===== src/rtl/fetch_unit_pkg.sv =====
// fetch_unit_pkg
//   Definitions shared by the fetch stage and inst_decoder:
//   - PCSource encodings that decode/execute drive on the redirect bus
//   - fetch FSM state type
//   - helper that decides whether a redirect is actually taken
package fetch_unit_pkg;

    // PCSource encodings
    localparam logic [2:0] PCSRC_SEQ    = 3'd0;  // sequential, never redirects
    localparam logic [2:0] PCSRC_JUMP   = 3'd1;  // J / JAL, absolute jumpAddr
    localparam logic [2:0] PCSRC_JREG   = 3'd2;  // JR / JALR, register target
    localparam logic [2:0] PCSRC_BRANCH = 3'd3;  // conditional branch, PC-relative

    // Fetch FSM states
    typedef enum logic [1:0] {
        ST_IDLE = 2'd0,  // one cycle after reset before the first request
        ST_REQ  = 2'd1,  // request presented, waiting for imem_ready
        ST_WAIT = 2'd2,  // request accepted, waiting for imem_rvalid
        ST_HOLD = 2'd3   // instruction presented, waiting for inst_ready
    } fetch_state_t;

    // A redirect is taken for jumps, register jumps and taken branches only.
    function automatic logic redirect_taken(
        input logic       valid,
        input logic [2:0] src,
        input logic       taken
    );
        return valid & ((src == PCSRC_JUMP) |
                        (src == PCSRC_JREG) |
                        ((src == PCSRC_BRANCH) & taken));
    endfunction

endpackage


===== src/rtl/fetch_next_pc.sv =====
// fetch_next_pc
//   Combinational next-PC selection for the fetch stage.
//   Ports:
//     pc             in   current fetch PC (word-aligned)
//     redirect_valid in   control-flow resolution present this cycle
//     redirect_PC    in   PC of the resolving instruction
//     PCSource       in   target kind (see fetch_unit_pkg)
//     branch_taken   in   branch condition (PCSource == branch only)
//     branchAddr     in   sign-extended, pre-shifted branch offset
//     jumpAddr       in   absolute jump target
//     targetReg      in   register jump target
//     redirect_take  out  redirect must be applied this cycle
//     next_PC        out  redirect target when redirect_take, else pc+4
module fetch_next_pc
    import fetch_unit_pkg::*;
#(
    parameter int unsigned ADDRESS_BITS = 32
) (
    input  logic [ADDRESS_BITS-1:0] pc,
    input  logic                    redirect_valid,
    input  logic [ADDRESS_BITS-1:0] redirect_PC,
    input  logic [2:0]              PCSource,
    input  logic                    branch_taken,
    input  logic [ADDRESS_BITS-1:0] branchAddr,
    input  logic [ADDRESS_BITS-1:0] jumpAddr,
    input  logic [ADDRESS_BITS-1:0] targetReg,
    output logic                    redirect_take,
    output logic [ADDRESS_BITS-1:0] next_PC
);

    localparam logic [ADDRESS_BITS-1:0] WORD_STEP = ADDRESS_BITS'(4);

    logic [ADDRESS_BITS-1:0] seq_pc;
    logic [ADDRESS_BITS-1:0] target;

    // All additions wrap modulo 2^ADDRESS_BITS.
    assign seq_pc        = pc + WORD_STEP;
    assign redirect_take = redirect_taken(redirect_valid, PCSource, branch_taken);

    always_comb begin
        target = seq_pc;
        case (PCSource)
            PCSRC_SEQ:    target = seq_pc;
            PCSRC_JUMP:   target = jumpAddr;
            PCSRC_JREG:   target = targetReg;
            PCSRC_BRANCH: target = redirect_PC + WORD_STEP + branchAddr;
            default:      target = seq_pc;
        endcase

        next_PC = redirect_take ? target : seq_pc;
        // Forcing the low bits clears targetReg[1:0] for JR/JALR and keeps
        // every fetch address word-aligned.
        next_PC[1:0] = 2'b00;
    end

endmodule


===== src/rtl/fetch_unit.sv =====
// fetch_unit
//   Instruction fetch stage. Owns the PC, issues one word read at a time to
//   instruction memory and presents {instruction, inst_PC} to decode.
//   Redirects from decode/execute override everything; a read already
//   accepted by memory when a redirect lands is squashed on return.
//   Ports:
//     clock, reset            rising-edge clock, synchronous active-high reset
//     imem_req/imem_addr      read request and word address (held until ready)
//     imem_ready              memory accepts the request this cycle
//     imem_rvalid/imem_rdata  in-order read return
//     inst_valid/instruction/inst_PC  instruction to decode
//     inst_ready              decode consumes this cycle
//     redirect_valid, redirect_PC, PCSource, branch_taken,
//     branchAddr, jumpAddr, targetReg  control-flow redirect bus
module fetch_unit
    import fetch_unit_pkg::*;
#(
    parameter int unsigned                 ADDRESS_BITS = 32,
    parameter int unsigned                 DATA_WIDTH   = 32,
    parameter logic [ADDRESS_BITS-1:0]     RESET_PC     = '0
) (
    input  logic                    clock,
    input  logic                    reset,

    output logic                    imem_req,
    output logic [ADDRESS_BITS-1:0] imem_addr,
    input  logic                    imem_ready,
    input  logic                    imem_rvalid,
    input  logic [DATA_WIDTH-1:0]   imem_rdata,

    output logic                    inst_valid,
    input  logic                    inst_ready,
    output logic [DATA_WIDTH-1:0]   instruction,
    output logic [ADDRESS_BITS-1:0] inst_PC,

    input  logic                    redirect_valid,
    input  logic [ADDRESS_BITS-1:0] redirect_PC,
    input  logic [2:0]              PCSource,
    input  logic                    branch_taken,
    input  logic [ADDRESS_BITS-1:0] branchAddr,
    input  logic [ADDRESS_BITS-1:0] jumpAddr,
    input  logic [ADDRESS_BITS-1:0] targetReg
);

    fetch_state_t            state;
    logic [ADDRESS_BITS-1:0] pc;
    logic [ADDRESS_BITS-1:0] req_pc;   // address of the outstanding read
    logic                    squash;   // outstanding read is stale, drop its data
    logic                    redirect_take;
    logic [ADDRESS_BITS-1:0] next_PC;

    fetch_next_pc #(
        .ADDRESS_BITS (ADDRESS_BITS)
    ) u_next_pc (
        .pc             (pc),
        .redirect_valid (redirect_valid),
        .redirect_PC    (redirect_PC),
        .PCSource       (PCSource),
        .branch_taken   (branch_taken),
        .branchAddr     (branchAddr),
        .jumpAddr       (jumpAddr),
        .targetReg      (targetReg),
        .redirect_take  (redirect_take),
        .next_PC        (next_PC)
    );

    // Request is a pure decode of the state register; the address is the PC
    // register itself, so both are stable for the whole REQ period.
    assign imem_req  = (state == ST_REQ);
    assign imem_addr = pc;

    always_ff @(posedge clock) begin
        if (reset) begin
            state       <= ST_IDLE;
            pc          <= RESET_PC;
            req_pc      <= '0;
            squash      <= 1'b0;
            inst_valid  <= 1'b0;
            instruction <= '0;
            inst_PC     <= '0;
        end else if (redirect_take) begin
            // Redirect wins over every other event, including a same-cycle
            // consume of a held instruction.
            pc         <= next_PC;
            inst_valid <= 1'b0;
            case (state)
                ST_WAIT: begin
                    if (imem_rvalid) begin
                        // The outstanding read returns on this very edge and
                        // is dropped here, so nothing is left to squash.
                        squash <= 1'b0;
                        state  <= ST_REQ;
                    end else begin
                        squash <= 1'b1;
                        state  <= ST_WAIT;
                    end
                end
                ST_REQ: begin
                    if (imem_ready) begin
                        // Memory took the old address on this edge.
                        squash <= 1'b1;
                        state  <= ST_WAIT;
                    end else begin
                        state  <= ST_REQ;
                    end
                end
                default: state <= ST_REQ;
            endcase
        end else begin
            case (state)
                ST_IDLE: state <= ST_REQ;
                ST_REQ: begin
                    if (imem_ready) begin
                        req_pc <= pc;
                        pc     <= next_PC;
                        state  <= ST_WAIT;
                    end
                end
                ST_WAIT: begin
                    if (imem_rvalid) begin
                        if (squash) begin
                            squash <= 1'b0;
                            state  <= ST_REQ;
                        end else begin
                            instruction <= imem_rdata;
                            inst_PC     <= req_pc;
                            inst_valid  <= 1'b1;
                            state       <= ST_HOLD;
                        end
                    end
                end
                ST_HOLD: begin
                    if (inst_ready) begin
                        inst_valid <= 1'b0;
                        state      <= ST_REQ;
                    end
                end
                default: state <= ST_IDLE;
            endcase
        end
    end

endmodule


===== config.mk =====
export PLATFORM = sky130hd
export DESIGN_NAME = fetch_unit
export DESIGN_NICKNAME = d
export VERILOG_FILES = /design/src/rtl/fetch_unit_pkg.sv /design/src/rtl/fetch_next_pc.sv /design/src/rtl/fetch_unit.sv
export SDC_FILE = /design/constraint.sdc
export NUM_CORES = 1
export LEC_CHECK = 0
export CORE_ASPECT_RATIO = 0.7
export CORE_MARGIN = 2
export CORE_UTILIZATION = 45
export CTS_BUF_LIST = sky130_fd_sc_hd__clkbuf_4 sky130_fd_sc_hd__clkbuf_8 sky130_fd_sc_hd__clkbuf_16
export DETAILED_ROUTE_END_ITERATION = 7
export PLACE_DENSITY = 0.8
export SLEW_MARGIN = 20
export SYNTH_ARGS = -nofsm -noshare
export SYNTH_HDL_FRONTEND = slang
export SYNTH_SLANG_ARGS = --single-unit

===== constraint.sdc =====
create_clock -name clock -period 5.9 [get_ports clock]
set_input_delay 0.885 -clock clock [delete_from_list [all_inputs] [get_ports clock]]
set_output_delay 0.885 -clock clock [all_outputs]
set_load 0.01 [all_outputs]

==> impl_results.md, run 1 <==
- Status: complete, no violations
- Final nets: 1461
- Post-synthesis async set-or-reset flop share: 0
- Syn Std Cell Area: 0.00774 mm²
- WL final: 24.5 mm
- Routed vias: 8152
- Vias in the first global route: 7672
- Worst path cell trace: clkdlybuf4s50_1 -> ha_1 -> and3_1 -> fa_1 -> a211oi_1 -> o21ai_1 -> a21oi_2 -> o31ai_2 -> a211o_1 -> a31o_1 -> mux2i_1 -> a221oi_2
- Drt via density: 5.55
- PwrDens: 221 mW/mm²
- Initial antenna violation count: 0
- Floorplan row count: 40
- Util after Layout: 0.645
- Clk_skew: 0.0108 ns
- HP Class: flop to flop
- DRC errors left: 0
- Area grow syn2layout: 41.7%
- Final max-slew violation count: 0
- Yosys top cell area share: 0.326
- Fmax: 255 MHz
- Slowest stage delay, CP: 0.43 ns
- Sequential power share: 0.377
- Core area: 0.0170 mm²
- Critical path class: input port to flop
- Total Routing Usage GR: 0.263
- Drt wl/cell: 16.7 µm
- Pre-CTS setup slack: 1.63 ns
- CTS tree: built
- Arrival time worst endpoint: 4.23 ns
- Die area: 0.0183 mm²
- Clock Path Buffers: 2
- Die Y: 114 µm
- Die width: 161 µm
- Psw: 0.724 mW
- Synthesized area per cell: 7.73 µm²
- Cells after Synth: 1001
- Max-slew headroom: 0.380
- CP max FO: 4
- Routed Antenna Nets: 0
- Logic pwr share: 0.245
- Post-CTS Setup Bufs: 0
- I/O Buffers: 259
- Setup total negative slack: 0 ns
- Initial drt markers: 492
- Cell taking the most area after synthesis: dfxtp_1
- Clock Sinks: 126
- Initial Util: 0.455
- Clock transition at the registers of the reported paths: 0.06 ns
- Cells after DPL: 1438
- Grt total ovfl: 0
- Non-filler cells, final: 1469
- Global placer's final weighted congestion: 0.911
- Synthesis Warnings: 0
- Top Ports: 268
- Root Driver: clkbuf_16
- Clk_lat worst skew: 0.40 ns
- Slew @ Worst Pin: 0.930 ns
- # resized after CTS: 0
- Flop-to-flop setup slack: 3.26 ns
- Final Setup Violations: 0
- Slowest stage cell, crit path: fa_1
- H-tree depth: 4
- Element type at the critical path start: input port
- Leak: 4.04 nW
- Final Hold Fails: 0
- Clock buffer count from CTS: 17
- Final setup margin: 1.99 ns
- EDFF count, synth: 0
- Synth area leaders: dfxtp_1 33%, nand2_1 12%, ha_1 10%, a21oi_1 9.1%, a221oi_1 3.6%
- Ys flop type: dfxtp_1
- Int Pwr: 1.70 mW
- Max Cap Viol: 0
- RSZ-0062 raised after global routing: false
- Yosys cell types: 73
- First-pass GRT wire length: 38.9 mm
- Worst vdd ir: 0.000170 V
- Switching fraction of total power: 0.298
- Critical path required time: 6.21 ns
- Share of cells above drive strength 1: 0.0557
- # diodes: 0
- Count leader, synth: nand2_1
- Clock power frac: 0.378
- Setup crit end kind: flop
- Post-synthesis register bit count: 126
- Fill count: 1539
- Tcrit/Tclk final: 0.664
- Min Tclk post-route: 3.91 ns
- DRT Pass-1 Iters: 5
- Register area share after synthesis: 0.326
- DP HPWL: 18.3 mm
- Top cells by count, synth: 241 x nand2_1, 140 x a21oi_1, 126 x dfxtp_1, 64 x ha_1, 46 x clkbuf_1
- Pin count of the biggest net entering global routing: 64
- Hold buffers post-CTS: 0
==> worst max-delay path: cells and delay by family <==
family	cells	cell delay, ns
buffers and inverters	1	0.41
AO/OA/AOI/OAI	7	1.89
adder cells (fa/ha/maj)	2	0.74
multiplexers	1	0.13
AND/OR/NAND/NOR	1	0.16
==> kinds of logic after synthesis <==
kind of cell               count (synthesis)  synth area share
and+or+nand+nor                          386             0.222
other                                      1          0.000484
muxes                                     12            0.0166
adders and majority gates                 65             0.106
AOI/OAI and AO/OA                        284             0.236
buffers and inverters                     84            0.0448
xor gates and xnor gates                  43            0.0487
DFF                                      126             0.326
==> final timing paths <==
check,from,end,cells past startpoint
max,redirect_PC[1],imem_addr[29],12
max reg2reg,state[0],imem_addr[25],8
min reg2reg,req_pc[23],inst_PC[23],2
min,req_pc[23],inst_PC[23],2
==> placed cells by master, fill, tap and decap left out, types with 11 or more instances in the layout <==
| master | count |
|---|---|
| o21ai_0 | 23 |
| dfxtp_1 | 126 |
| clkdlybuf4s50_1 | 258 |
| nand2_1 | 240 |
| nor3_1 | 12 |
| ha_1 | 64 |
| xor2_1 | 16 |
| a211oi_1 | 11 |
| nand4_1 | 16 |
| a21oi_1 | 140 |
| nand3_1 | 20 |
| inv_1 | 20 |
| a221oi_1 | 32 |
| clkbuf_16 | 17 |
| nor2_1 | 43 |
| xnor2_1 | 27 |
==> per-layer routing <==
metal / GRT usage / wire [µm] / vias up / part of all wire
met4: 0.0655 / 290 / 0 / 0.012
li1: - / - / 4018 / -
met3: 0.0691 / 2040 / 26 / 0.083
met1: 0.348 / 11000 / 3787 / 0.45
met5: 0 / 0 / - / 0
met2: 0.432 / 11100 / 321 / 0.45
==> registers in the layout (all words and copies together), names as in the netlist <==
name / count
instruction: 32
imem_addr: 30
inst_PC: 30
req_pc: 30
state: 2
inst_valid: 1
squash: 1
==> cell type report <==
| class | count | area, µm² | share of cell area |
|---|---|---|---|
| flip-flops and latches | 126 | 2520 | 0.230 |
| well taps | 231 | 289 | 0.0263 |
| inverters | 20 | 75.1 | 0.00684 |
| clock inverters | 14 | 97.6 | 0.00889 |
| clock buffers | 17 | 425 | 0.0388 |
| multi-input cells | 794 | 4910 | 0.448 |
| repair buffers | 267 | 2650 | 0.242 |
==> metrics by stage <==
step / power (mW) / cell area [µm²] / hold slack [ns]
2_1_floorplan: 1.27 / 7750 / 0.432
3_3_place_gp: 1.51 / 10400 / 0.440
3_5_place_dp: 1.52 / 10400 / 0.444
4_1_cts: 2.44 / 11000 / 0.450
5_1_grt: 2.55 / 11000 / 0.464
6_report: 2.43 / 11000 / 0.440
==> power groups by stage <==
stage | registers [mW] | logic [mW] | clock network, mW
floorplan | 0.929 | 0.344 | 0
global placement | 0.932 | 0.581 | 0
detailed placement | 0.933 | 0.588 | 0
CTS | 0.915 | 0.592 | 0.934
global route | 0.918 | 0.656 | 0.975
finish | 0.915 | 0.594 | 0.919
Power figures use the tool's default switching activity.
==> run 2: changes to the inputs <==
==> constraint.sdc (replaced) <==
create_clock -name clock -period 3.9 [get_ports clock]
set_input_delay 0.585 -clock clock [delete_from_list [all_inputs] [get_ports clock]]
set_output_delay 0.585 -clock clock [all_outputs]
set_load 0.01 [all_outputs]
==> run 2 against run 1 <==
  * Highest routed layer unchanged
  * Worst setup slack got worse by 1.6 ns
  * Critical endpoint is now imem_addr[24]
  * Clock power rose by 71%
  * Global-route usage rose by 0.85 points
  * Worst hold slack improved by 0.0091 ns
  * Register-to-register slack got worse by 1.8 ns
  * Sequential share of layout area fell by 0.34 points
  * First-iteration DRC count rose by 24%
==> impl_results.md, run 2 (synthesis gave the netlist of run 1 again) <==
- Worst r2r src: state[1] (was state[0])
- Worst path cell trace: clkdlybuf4s50_1 -> ha_1 -> ha_1 -> o211ai_1 -> a211oi_2 -> o21ai_0 -> a31oi_1 -> o41ai_1 -> buf_4 -> mux2i_1 -> o2bb2ai_1 -> a21oi_1 (was clkdlybuf4s50_1 -> ha_1 -> and3_1 -> fa_1 -> a211oi_1 -> o21ai_1 -> a21oi_2 -> o31ai_2 -> a211o_1 -> a31o_1 -> mux2i_1 -> a221oi_2)
- Critical path class: input port to flop (unchanged)
- Root Driver: clkbuf_16 (unchanged)
- Number of cells on the worst reg-to-reg path: 9 (was 8)
- HP Start: req_pc[6] (was req_pc[23])
- Commonest non-fill, non-tap cell in the layout: clkdlybuf4s50_1 (unchanged)
- Cell mode on critical path: ha_1
- WL final: 25.1 mm (was 24.5 mm)
- Fmax: 282 MHz
- Slowest stage cell, crit path: o41ai_1 (was fa_1)
- Final nets: 1471 (was 1461)
- I/O Buffers: 259 (unchanged)
- Critical Path Source: redirect_PC[3] (was redirect_PC[1])
- FF-to-FF End: imem_addr[11] (was imem_addr[25])
- Drt wl/cell: 16.9 µm (was 16.7 µm)
- Pin count of the biggest net entering global routing: 87 (was 64)
- RSZ-0062 raised after global routing: false (unchanged)
- Top delay family on crit path: compound AO/OA/AOI/OAI gates (unchanged)
- DRT Pass-1 Iters: 5 (unchanged)
- PwrDens: 348 mW/mm² (was 221 mW/mm²)
- Final Setup Violations: 0 (unchanged)
- Clock Sinks: 126 (unchanged)
- Critical path required time: 4.14 ns (was 6.21 ns)
- Top Ports: 268 (unchanged)
- H-tree depth: 4 (unchanged)
- Element type at the critical path start: input port (unchanged)
- Min Hold Slack: 0.449 ns (was 0.440 ns)
- Die area: 0.0183 mm² (unchanged)
- DRC errors left: 0 (unchanged)
- # resized after CTS: 0 (unchanged)
- CTS tree: built (unchanged)
- Worst vdd ir: 0.000341 V (was 0.000170 V)
- Largest Register: instruction (unchanged)
- Max-slew headroom: 0.308 (was 0.380)
- DP HPWL: 19.0 mm (was 18.3 mm)
- Die width: 161 µm (unchanged)
- Slowest stage delay, CP: 0.44 ns (was 0.43 ns)
- Clock transition at the registers of the reported paths: 0.06 ns (about the same)
- Hold buffers post-CTS: 0 (unchanged)
- Clk_skew: 0.0184 ns (was 0.0108 ns)
- WHS Path Cells: 2 (unchanged)
- Final max-slew violation count: 0 (unchanged)
- Global placer's final weighted congestion: 0.907 (was 0.911)
- Area grow syn2layout: 43.9% (was 41.7%)
- Clock buffer count from CTS: 17 (unchanged)
- Min Tclk post-route: 3.55 ns
- Core area: 0.0170 mm² (unchanged)
- Post-CTS Setup Bufs: 0 (unchanged)
- Slew @ Worst Pin: 1.03 ns (was 0.930 ns)
- CP max FO: 5 (was 4)
- Cells after DPL: 1448 (was 1438)
- Flop-to-flop setup slack: 1.41 ns (was 3.26 ns)
- Max reg flops: 32 (unchanged)
- Most frequent cells in the layout: 258 x clkdlybuf4s50_1, 241 x nand2_1, 140 x a21oi_1 (was 258 x clkdlybuf4s50_1, 240 x nand2_1, 140 x a21oi_1)
- Initial antenna violation count: 0 (unchanged)
- Initial Util: 0.455 (unchanged)
- First-pass GRT wire length: 40.0 mm (was 38.9 mm)
- Floorplan row count: 40 (unchanged)
- HP Class: flop to flop (unchanged)
- Worst path buffer plus inverter count: 2 (was 1)
- Routed Antenna Nets: 0 (unchanged)
- # diodes: 0 (unchanged)
- Share of cells above drive strength 1: 0.0625 (was 0.0557)
- Non-filler cells, final: 1479 (was 1469)
- Arrival time worst endpoint: 3.79 ns (was 4.23 ns)
- Final Hold Fails: 0 (unchanged)
- Setup crit end kind: flop (unchanged)
- Total Routing Usage GR: 0.272 (was 0.263)
- Status: complete, no violations (unchanged)
- Vias in the first global route: 7788 (was 7672)
- Grt total ovfl: 0 (unchanged)
- Setup total negative slack: 0 ns (unchanged)
- Hold Path Sink: inst_PC[6] (was inst_PC[23])
- Tcrit/Tclk final: 0.910
- Leak: 4.12 nW (was 4.04 nW)
- Routed vias: 8143 (was 8152)
- Max Cap Viol: 0 (unchanged)
- Clock Path Buffers: 2 (unchanged)
- Die Y: 114 µm (unchanged)
- Drt via density: 5.51 (was 5.55)
- Clk_lat worst skew: 0.41 ns (was 0.40 ns)
- Initial drt markers: 610 (was 492)
run 2: how the worst max path moves through the flow:
stage	end	slack, ns	cells past startpoint
after floorplan	imem_addr[29]	0.73	11
after global placement	imem_addr[24]	0.1	12
after detailed placement	imem_addr[29]	0.03	13
after CTS	imem_addr[24]	0.45	12
after global routing	imem_addr[31]	0.17	12
final	imem_addr[24]	0.35	12
run 2: worst register-to-register path, stage by stage, from the launching register on:
cell	delay, ns
dfxtp_1	0.34
inv_1	0.09
ha_1	0.28
and2_1	0.17
buf_4	0.18
nand3_1	0.13
nor3_2	0.51
nand4_1	0.20
xor2_1	0.17
a221oi_1	0.32
run 2: area by class of cell:
type / instances / area, µm²
Timing Repair Buffer: 277 / 2750
Multi-Input combinational cell: 794 / 4910
Clock buffer: 19 / 453
Sequential cell: 126 / 2520
Inverter: 20 / 75.1
Fill cell: 1491 / 5880
Tap cell: 231 / 289
Clock inverter: 12 / 138
run 2: power breakdown:
group	switching [mW]	internal, mW	total (mW)
clock	0.591	0.976	1.57
sequential	0.0570	1.33	1.38
combinational	0.466	0.459	0.925
run 2: stage by stage:
| step | setup WS, ns | total power, mW | instance area, µm² | util |
|---|---|---|---|---|
| 2_1_floorplan | 0.733 | 1.93 | 7750 | - |
| 3_3_place_gp | 0.0997 | 2.31 | 10500 | 0.620 |
| 3_5_place_dp | 0.0328 | 2.32 | 10500 | 0.620 |
| 4_1_cts | 0.450 | 3.89 | 11100 | 0.654 |
| 5_1_grt | 0.170 | 4.06 | 11100 | 0.654 |
| 6_report | 0.351 | 3.88 | 11100 | 0.654 |
run 2: metal layers:
| layer | GRT usage | vias up | part of all wire |
|---|---|---|---|
| met4 | 0.0560 | 0 | 0.0097 |
| met2 | 0.444 | 281 | 0.45 |
| met5 | 0 | - | 0 |
| met1 | 0.357 | 3798 | 0.45 |
| met3 | 0.0855 | 22 | 0.084 |
| li1 | - | 4042 | - |
==> run 3: changes to the inputs <==
--- a/config.mk
+++ b/config.mk
@@ -5,11 +5,13 @@
 export SDC_FILE = /design/constraint.sdc
 export NUM_CORES = 1
 export LEC_CHECK = 0
+export CAP_MARGIN = 10
 export CORE_ASPECT_RATIO = 0.7
 export CORE_MARGIN = 2
 export CORE_UTILIZATION = 45
 export CTS_BUF_LIST = sky130_fd_sc_hd__clkbuf_4 sky130_fd_sc_hd__clkbuf_8 sky130_fd_sc_hd__clkbuf_16
 export DETAILED_ROUTE_END_ITERATION = 7
+export MAX_ROUTING_LAYER = met4
 export PLACE_DENSITY = 0.8
 export SLEW_MARGIN = 20
 export SYNTH_ARGS = -nofsm -noshare
==> constraint.sdc (replaced) <==
create_clock -name clock -period 3.9 [get_ports clock]
set_input_delay 0.585 -clock clock [delete_from_list [all_inputs] [get_ports clock]]
set_output_delay 0.585 -clock clock [all_outputs]
set_load 0.1 [all_outputs]
==> run 3 against run 2 <==
  * Die area unchanged
  * Clock skew decreased by 0.0018 ns
  * Cell count increased by 0.27%
  * Clock power about the same
  * Global-route usage increased by 0.89 points
  * Clock-buffer cell count increased by 1
  * Wire length increased by 0.99%
  * Fmax increased by 1.4%
  * Sequential power about the same
  * Utilization increased by 0.17 points
  * First-iteration DRC count increased by 23%
  * Sequential cell count unchanged
  * Largest cell class unchanged
  * Highest routed layer unchanged
==> impl_results.md, run 3 (synthesis gave the netlist of run 1 again) <==
- Max-slew headroom: 0.299 (was 0.308)
- Flop-to-flop setup slack: 1.34 ns (was 1.41 ns)
- Clock Sinks: 126 (unchanged)
- Root Driver: clkbuf_16 (unchanged)
- Initial antenna violation count: 0 (unchanged)
- H-tree depth: 4 (unchanged)
- Tcrit/Tclk final: 0.897 (was 0.910)
- Total Routing Usage GR: 0.281 (was 0.272)
- Routed length on met2: 11.3 mm (about the same)
- Commonest non-fill, non-tap cell in the layout: clkdlybuf4s50_1 (unchanged)
- Clk_skew: 0.0166 ns (was 0.0184 ns)
- Worst vdd ir: 0.000272 V (was 0.000341 V)
- Setup total negative slack: 0 ns (unchanged)
- Most frequent cells in the layout: 258 x clkdlybuf4s50_1, 241 x nand2_1, 140 x a21oi_1 (unchanged)
- DR WL met3: 2.17 mm (was 2.12 mm)
- # diodes: 0 (unchanged)
- Setup crit end kind: flop (unchanged)
- Max Cap Viol: 0 (unchanged)
- Die Y: 114 µm (unchanged)
- Number of cells on the worst reg-to-reg path: 10 (was 9)
- Max reg flops: 32 (unchanged)
- RSZ-0062 raised after global routing: false (unchanged)
- Fill count: 1513 (was 1491)
- First-pass GRT wire length: 40.2 mm (was 40.0 mm)
- Non-filler cells, final: 1483 (was 1479)
- Leak: 4.13 nW (was 4.12 nW)
- Core area: 0.0170 mm² (unchanged)
- FF/Latch Area: 0.00252 mm² (unchanged)
- Slowest stage cell, crit path: clkdlybuf4s50_1 (was o41ai_1)
- Critical path class: input port to flop (unchanged)
- DRT Pass-1 Iters: 7 (was 5)
- Area grow syn2layout: 44.2% (was 43.9%)
- Final Hold Fails: 0 (unchanged)
- Status: complete, no violations (unchanged)
- CTS tree: built (unchanged)
- # resized after CTS: 0 (unchanged)
- HP Class: flop to flop (unchanged)
- Arrival time worst endpoint: 3.81 ns (was 3.79 ns)
- Drt wl/cell: 17.1 µm (was 16.9 µm)
- I/O Buffers: 259 (unchanged)
- Global placer's final weighted congestion: 0.915 (was 0.907)
- Clk_lat worst skew: 0.41 ns (about the same)
- Slowest stage delay, CP: 0.41 ns (was 0.44 ns)
- Floorplan row count: 40 (unchanged)
- Critical path required time: 4.21 ns (was 4.14 ns)
- Initial drt markers: 752 (was 610)
- Top Ports: 268 (unchanged)
- DP HPWL: 19.0 mm (about the same)
- Clock Path Buffers: 2 (unchanged)
- Clock buffer count from CTS: 17 (unchanged)
- Fmax: 286 MHz (was 282 MHz)
- DRC errors left: 0 (unchanged)
- Tot Pwr: 4.12 mW (was 3.88 mW)
- Final nets: 1474 (was 1471)
- Drt via density: 5.57 (was 5.51)
- Die area: 0.0183 mm² (unchanged)
- Slew @ Worst Pin: 1.05 ns (was 1.03 ns)
- Worst path cell trace: clkdlybuf4s50_1 -> ha_1 -> and3_1 -> fa_1 -> a211oi_1 -> o21ai_1 -> a21oi_2 -> o31ai_2 -> a211o_1 -> a31o_1 -> mux2i_1 -> a221oi_2 (was clkdlybuf4s50_1 -> ha_1 -> ha_1 -> o211ai_1 -> a211oi_2 -> o21ai_0 -> a31oi_1 -> o41ai_1 -> buf_4 -> mux2i_1 -> o2bb2ai_1 -> a21oi_1)
- PwrDens: 369 mW/mm² (was 348 mW/mm²)
- Routed Antenna Nets: 0 (unchanged)
- WHS Path Cells: 2 (unchanged)
- Footprint of the multi-input gates: 0.00491 mm² (unchanged)
- Initial Util: 0.455 (unchanged)
- Routed vias: 8260 (was 8143)
- CP max FO: 4 (was 5)
- Final Setup Violations: 0 (unchanged)
- Final max-slew violation count: 0 (unchanged)
- Element type at the critical path start: input port (unchanged)
- Share of cells above drive strength 1: 0.0655 (was 0.0625)
- Largest Register: instruction (unchanged)
- Grt total ovfl: 0 (unchanged)
- Wire length on met1: 11.6 mm (was 11.4 mm)
- Vias in the first global route: 7698 (was 7788)
- Hold buffers post-CTS: 0 (unchanged)
- Clock transition at the registers of the reported paths: 0.06 ns (about the same)
- Die width: 161 µm (unchanged)
- Cells after DPL: 1451 (was 1448)
- Pin count of the biggest net entering global routing: 73 (was 87)
- WL final: 25.3 mm (was 25.1 mm)
- Min Tclk post-route: 3.50 ns (was 3.55 ns)
- Post-CTS Setup Bufs: 0 (unchanged)
- DR top layer: met4 (unchanged)
[run 3: stage by stage]
stage          cell area (µm²)  hold slack [ns]   util  setup WS (ns)
6_report                 11200            0.451  0.656          0.401
5_1_grt                  11200            0.465  0.656          0.188
4_1_cts                  11200            0.454  0.656          0.465
3_5_place_dp             10600            0.445  0.621         0.0455
3_3_place_gp             10600            0.441  0.621         0.0710
2_1_floorplan             7750            0.432      -          0.733
[run 3: layer usage]
| layer | global-route usage | vias up |
|---|---|---|
| met2 | 0.434 | 329 |
| met3 | 0.0669 | 22 |
| met5 | - | - |
| met4 | 0.0565 | 0 |
| met1 | 0.378 | 3859 |
| li1 | - | 4050 |
[run 3: power by group]
part	internal, mW	leakage [nW]	switching (mW)
clock	0.985	0.286	0.591
sequential	1.33	1.02	0.0573
combinational	0.463	2.83	0.698
total	2.78	4.13	1.35
[run 3: cell type report]
type                    count  share of cell area
clock buffers              20              0.0412
clock inverters            12              0.0122
inverters                  20             0.00672
multi-input cells         794               0.440
flip-flops and latches    126               0.226
well taps                 231              0.0259
repair buffers            280               0.248
[run 3: worst paths after layout]
path | startpoint | endpoint
min reg2reg | instruction[0] | instruction[0]
min | instruction[0] | instruction[0]
max reg2reg | state[1] | imem_addr[25]
max | redirect_PC[1] | imem_addr[29]
[run 3: worst max-delay path: cells and delay by family]
kind	cells	cell delay, ns
and+or+nand+nor	1	0.16
muxes	1	0.13
AOI/OAI and AO/OA	7	1.82
buffers and inverters	1	0.41
adders and majority gates	2	0.70
